### config.mk
export PLATFORM = sky130hd
export DESIGN_NAME = out_unit_np_flat
export DESIGN_NICKNAME = d
export VERILOG_FILES = /design/src/rtl/out_unit_np_if.sv /design/src/rtl/out_unit_np.sv /design/src/flat_wrapper.sv
export SDC_FILE = /design/constraint.sdc
export NUM_CORES = 1
export LEC_CHECK = 0
export CAP_MARGIN = 20
export CORE_AREA = 2 2 114 128
export CTS_CLUSTER_SIZE = 20
export DETAILED_ROUTE_END_ITERATION = 6
export DIE_AREA = 0 0 116 130
export MAX_ROUTING_LAYER = met4
export PLACE_DENSITY = 0.59
export SLEW_MARGIN = 40
export SYNTH_ARGS = -nofsm -noshare
export SYNTH_HDL_FRONTEND = slang
export SYNTH_SLANG_ARGS = --single-unit
### constraint.sdc
create_clock -name clk -period 4 [get_ports clk]
set_input_delay 1.2 -clock clk [delete_from_list [all_inputs] [get_ports clk]]
set_output_delay 1.2 -clock clk [all_outputs]
set_load 0.05 [all_outputs]
### src/rtl/out_unit_np_if.sv
// Bus between the switch allocator / output link and one router output-port
// unit: crossbar select and data in, downstream backpressure in, registered
// flit stream and status out.
interface out_unit_np_if #(
  parameter int DATA_WIDTH = 16,
  parameter int NUM_IN     = 4,
  parameter int FIFO_DEPTH = 4
);
  localparam int SEL_W = $clog2(NUM_IN + 1);
  localparam int CNT_W = $clog2(FIFO_DEPTH + 1);

  logic [SEL_W-1:0]             sel_id;
  logic [NUM_IN*DATA_WIDTH-1:0] data_in;
  logic                         full;
  logic                         in_ready;
  logic [DATA_WIDTH-1:0]        data_out;
  logic                         data_valid;
  logic [CNT_W-1:0]             fifo_count;
  logic                         sel_err;

  modport master (
    output sel_id, data_in, full,
    input  in_ready, data_out, data_valid, fifo_count, sel_err
  );

  modport slave (
    input  sel_id, data_in, full,
    output in_ready, data_out, data_valid, fifo_count, sel_err
  );
endinterface

### src/rtl/out_unit_np.sv
// Router output-port unit: an NUM_IN-input crossbar column writes the selected
// flit into a small FIFO; a registered output stage drains it whenever the
// downstream link is not asserting full. Every flit passes through one FIFO
// entry, so a flit pushed into an empty FIFO leaves two edges after its select.
module out_unit_np #(
  parameter int DATA_WIDTH = 16,
  parameter int NUM_IN     = 4,
  parameter int FIFO_DEPTH = 4
) (
  input logic         clk,
  input logic         rst_n,
  out_unit_np_if.slave bus
);
  localparam int SEL_W = $clog2(NUM_IN + 1);
  localparam int CNT_W = $clog2(FIFO_DEPTH + 1);
  localparam int PTR_W = $clog2(FIFO_DEPTH);

  logic [DATA_WIDTH-1:0] mem_q [FIFO_DEPTH];
  logic [DATA_WIDTH-1:0] mem_d [FIFO_DEPTH];
  logic [PTR_W-1:0]      wr_ptr_q, wr_ptr_d;
  logic [PTR_W-1:0]      rd_ptr_q, rd_ptr_d;
  logic [CNT_W-1:0]      count_q, count_d;
  logic [DATA_WIDTH-1:0] data_out_q, data_out_d;
  logic                  data_valid_q, data_valid_d;
  logic                  sel_err_q, sel_err_d;

  logic [DATA_WIDTH-1:0] sel_flit;
  logic                  sel_legal;
  logic                  in_ready;
  logic                  push;
  logic                  pop;

  // Acceptance depends only on occupancy before the edge, so a full FIFO
  // refuses a push even in a cycle where it also pops.
  assign in_ready = (count_q < CNT_W'(FIFO_DEPTH));
  assign sel_legal = (bus.sel_id != '0) && (bus.sel_id <= SEL_W'(NUM_IN));
  assign push = sel_legal && in_ready;
  assign pop = !bus.full && (count_q != '0);

  // Crossbar column: select k picks input k-1; stop and illegal selects give 0.
  always_comb begin
    sel_flit = '0;
    for (int i = 0; i < NUM_IN; i++) begin
      if (bus.sel_id == SEL_W'(i + 1)) begin
        sel_flit = bus.data_in[i*DATA_WIDTH +: DATA_WIDTH];
      end
    end
  end

  // Next-state for FIFO storage, pointers, occupancy and the output stage.
  always_comb begin
    mem_d        = mem_q;
    wr_ptr_d     = wr_ptr_q;
    rd_ptr_d     = rd_ptr_q;
    count_d      = count_q;
    data_out_d   = data_out_q;
    data_valid_d = data_valid_q;
    sel_err_d    = (bus.sel_id > SEL_W'(NUM_IN));

    if (push) begin
      mem_d[wr_ptr_q] = sel_flit;
      wr_ptr_d        = wr_ptr_q + PTR_W'(1);
    end

    if (!bus.full) begin
      if (pop) begin
        data_out_d   = mem_q[rd_ptr_q];
        data_valid_d = 1'b1;
        rd_ptr_d     = rd_ptr_q + PTR_W'(1);
      end else begin
        data_out_d   = '0;
        data_valid_d = 1'b0;
      end
    end

    if (push && !pop) begin
      count_d = count_q + CNT_W'(1);
    end else if (pop && !push) begin
      count_d = count_q - CNT_W'(1);
    end
  end

  // FIFO storage carries no reset; stale entries are unreachable once the
  // pointers and count are cleared.
  always_ff @(posedge clk) begin
    mem_q <= mem_d;
  end

  // Control and output registers, cleared asynchronously so a reset mid-transfer
  // discards everything in flight.
  always_ff @(posedge clk or negedge rst_n) begin
    if (!rst_n) begin
      wr_ptr_q     <= '0;
      rd_ptr_q     <= '0;
      count_q      <= '0;
      data_out_q   <= '0;
      data_valid_q <= 1'b0;
      sel_err_q    <= 1'b0;
    end else begin
      wr_ptr_q     <= wr_ptr_d;
      rd_ptr_q     <= rd_ptr_d;
      count_q      <= count_d;
      data_out_q   <= data_out_d;
      data_valid_q <= data_valid_d;
      sel_err_q    <= sel_err_d;
    end
  end

  assign bus.in_ready   = in_ready;
  assign bus.data_out   = data_out_q;
  assign bus.data_valid = data_valid_q;
  assign bus.fifo_count = count_q;
  assign bus.sel_err    = sel_err_q;
endmodule
### src/flat_wrapper.sv
// flat-port wrapper written by rule: the top's interface ports become plain ports
module out_unit_np_flat 
#(
  parameter int DATA_WIDTH = 16,
  parameter int NUM_IN     = 4,
  parameter int FIFO_DEPTH = 4
)
  (clk, rst_n, bus_sel_id, bus_data_in, bus_full, bus_in_ready, bus_data_out, bus_data_valid, bus_fifo_count, bus_sel_err);
  out_unit_np_if #(.DATA_WIDTH(DATA_WIDTH), .NUM_IN(NUM_IN), .FIFO_DEPTH(FIFO_DEPTH)) bus_i ();
  input logic clk;
  input logic rst_n;
  input wire logic [$bits(bus_i.sel_id)-1:0] bus_sel_id;
  input wire logic [$bits(bus_i.data_in)-1:0] bus_data_in;
  input wire logic [$bits(bus_i.full)-1:0] bus_full;
  output wire logic [$bits(bus_i.in_ready)-1:0] bus_in_ready;
  output wire logic [$bits(bus_i.data_out)-1:0] bus_data_out;
  output wire logic [$bits(bus_i.data_valid)-1:0] bus_data_valid;
  output wire logic [$bits(bus_i.fifo_count)-1:0] bus_fifo_count;
  output wire logic [$bits(bus_i.sel_err)-1:0] bus_sel_err;
  assign bus_i.sel_id = bus_sel_id;
  assign bus_i.data_in = bus_data_in;
  assign bus_i.full = bus_full;
  assign bus_in_ready = bus_i.in_ready;
  assign bus_data_out = bus_i.data_out;
  assign bus_data_valid = bus_i.data_valid;
  assign bus_fifo_count = bus_i.fifo_count;
  assign bus_sel_err = bus_i.sel_err;
  out_unit_np #(.DATA_WIDTH(DATA_WIDTH), .NUM_IN(NUM_IN), .FIFO_DEPTH(FIFO_DEPTH)) u_core (.clk(clk), .rst_n(rst_n), .bus(bus_i));
endmodule
==> results.md <==
- Outcome: completed
- Max VDD drop: 0.219 mV
- IO Pins: 92
- Tcrit/Tclk final: roughly four fifths
- Buffers on Ports: 91
- Synthesis-to-layout area growth: 36.8%
- Vias in the first global route: roughly 2,600
- Gp weighted congestion: 0.729
- Share of cells above drive strength 1: roughly 17%
- Post-synth EDFFs: 64
- Seq cells post-synth: just under 90
- CP max FO: 2
- Clock-pin slew on the worst setup and hold paths: 0.06 ns
- Setup Total Neg Slack: 0 ns
- Mapped Cells: 241
- Max stage delay on crit path: approximately 0.41 ns
- CP Depth: 10
- Place WS: 0.419 ns
- Critical path class: input pin to flip-flop
- Final setup fails: 0
- Non-Filler Instances: 534
- Slowest CP cell: clkdlybuf4s50_1
- Longest Clk Path Bufs: 2
- Antenna violations before repair: 0
- Remaining global-route overflow: 0
- Final Hold Vio Count: 0
- Root Driver: clkbuf_16
- Syn nets: around 320
- CP Cell Sequence: clkdlybuf4s50_1, or2_2, ha_1, nor2b_1, ha_1, inv_1, fa_1, xor2_1, nor2_1, xnor2_1
- Total Wirelength: ~8700 um
- Detailed Routing Iterations Pass 1: 6
- Synth warn: 0
- Maxcap violations: 0
- Dpl hpwl: 6300 um
- CP delay by family, top: adder cells
- First-pass GRT wire length: between 10,000 and 15,000 um
- Post-CTS setup buffer count: 0
- Most frequent cells in the layout: clkdlybuf4s50_1 (91), edfxtp_1 (64), dfrtp_1 (24), nor2_1 (18), mux2_2 (17)
- Worst Path Arrival: 3.48 ns
- Starting Density: between 20 and 30%
- Total CTS buffers: 9
- Post-CTS Resized: 0
- Pin count of the biggest net entering global routing: 33
- WL/cell: 16.3 um
- Antenna cells: 0
- Avg Inst Size Synth: 16.3 um^2
- Slew Viols, Final: 0
- Hold Path Class: flip-flop to flip-flop
- Post-synth ARST share: ~28%
- Most common cell after layout, fill and taps aside: clkdlybuf4s50_1
- Setup crit end kind: flip-flop
- Die Span Y: 130 um
- Hold-fix buffers at CTS: 0
- Residual DRC: 0
- Top_reg_cell synth: edfxtp_1
- Core area: 13,900 um^2
- Clock Sinks: 89
- Rows: 46
- Count of cell types in the netlist: 27
- CTS tree: done
- RSZ-0062 raised after global routing: no
- Crit path required time: 4.26 ns
- Die W: 116 um
- H-tree depth: 3
- Post-Syn Area: 3930 um^2
- Fmax: 311 MHz
- Final min period: 3.22 ns
- Cell depth of the worst min-delay path: 2
- Worst clock skew: 0.00602 ns
- Clock latency on the worst-skew pair: 0.34 ns
- Full die area: roughly 15,000 um^2
- Worst-Margin Slew: between 0.7 and 0.8 ns
- Initial drt markers: 110
- Nets: ~420
- Vias: about 2,400
- Inst Count DP: slightly above 500
- Setup slack after layout: 0.782 ns
- Slew margin rel.: between 40% and 50%
- Remaining antenna violation count: 0
- Via density: 4.50
- Cell mode on critical path: ha_1
- Leak: approximately 2.0 nW
- Pwr Density: 645 nW/um^2
- CP Launch Type: input pin
- CP bufs+invs: 2
- Worst R2R Path Depth: 9
- Seq/Total Area, Yosys: approximately two thirds
- Gr usage total: 12.5%
==> flip-flops by register name, summed over array words and instances (netlist names) <==
register and flops:
u_core.mem_q 64, u_core.bus.sel_err 1, u_core.bus.data_valid 1, u_core.bus.fifo_count 3, u_core.rd_ptr_q 2, u_core.bus.data_out 16
u_core.wr_ptr_q 2
==> synth_stat cells, types with 7 or more instances <==
library cell | instances | area share, %
a21oi_1 | 16 | 2.0
edfxtp_1 | 64 | 49
a221oi_1 | 16 | 3.6
dfrtp_1 | 25 | 16
nor2_1 | 19 | 1.8
a22o_1 | 16 | 3.6
ha_1 | 7 | 2.2
clkbuf_1 | 8 | 0.76
mux2_2 | 17 | 4.9
mux4_2 | 8 | 4.6
mux4_1 | 8 | 5.4
==> through the flow <==
stage	power, mW	area, um^2	util (%)	hold slack (ns)
final	3.47	5370	38.6	0.501
after global routing	3.65	5370	38.6	0.516
after CTS	3.52	5370	38.6	0.508
after detailed placement	2.67	5070	36.4	0.493
after global placement	2.65	5060	36.4	0.482
after floorplan	2.23	3930	-	0.580
==> logic make-up (layout without fill, tap and decap cells) <==
family          Yosys count  count (layout)  share of synthesized area (%)
flops                    89              89                           64.9
xor+xnor                  6               6                           1.34
fa+ha+maj                 8               8                           2.74
compound gates           49              49                           9.30
buf+inv                  25             126                           3.41
simple gates             31              31                           3.54
mux                      33              33                           14.8
==> layout make-up <==
cell class	instances	area, um^2
fillers	1339	8560
repair buffers	104	1010
clock inverters	7	76.3
clock buffers	9	225
multi-input cells	127	1250
inverters	6	22.5
flip-flops and latches	89	2550
well taps	192	240
==> worst reg2reg max path, cell delays in order, from the launching register on <==
cell,delay (ns)
dfrtp_1,0.44
nor3_1,0.29
nor2_1,0.10
inv_1,0.13
ha_1,0.20
inv_1,0.06
fa_1,0.37
xor2_1,0.15
nor2_1,0.12
xnor2_1,0.13
==> report_power, final <==
group          internal [mW]  switching [mW]  total, mW
Combinational          0.557           0.667       1.22
Sequential              1.22           0.179       1.40
Clock                  0.489           0.356      0.845
Total                   2.26            1.20       3.47
==> path summary, 6_finish.rpt <==
kind,to,slack [ns],start
setup reg to reg,u_core.bus.fifo_count[2],1.94,u_core.bus.fifo_count[0]
min in group asynchronous,u_core.bus.sel_err,1.23,rst_n
hold reg to reg,u_core.bus.data_valid,0.50,u_core.bus.data_valid
max in group asynchronous,u_core.rd_ptr_q[0],2.49,rst_n
setup / recovery,u_core.bus.fifo_count[2],0.78,bus_sel_id[1]
hold / removal,u_core.bus.data_valid,0.50,u_core.bus.data_valid
==> metal layers <==
metal  global-route usage, %  wire length (um)  vias up  part of all wire (%)
met5                       -                 0        -                     0
met1                    16.5              4210     1159                    48
met2                    19.1              3930       88                    45
met4                    4.62               146        0                   1.7
met3                    2.69               395       10                   4.5
li1                        -                 -     1148                     -
(Power assumes the default switching activity.)
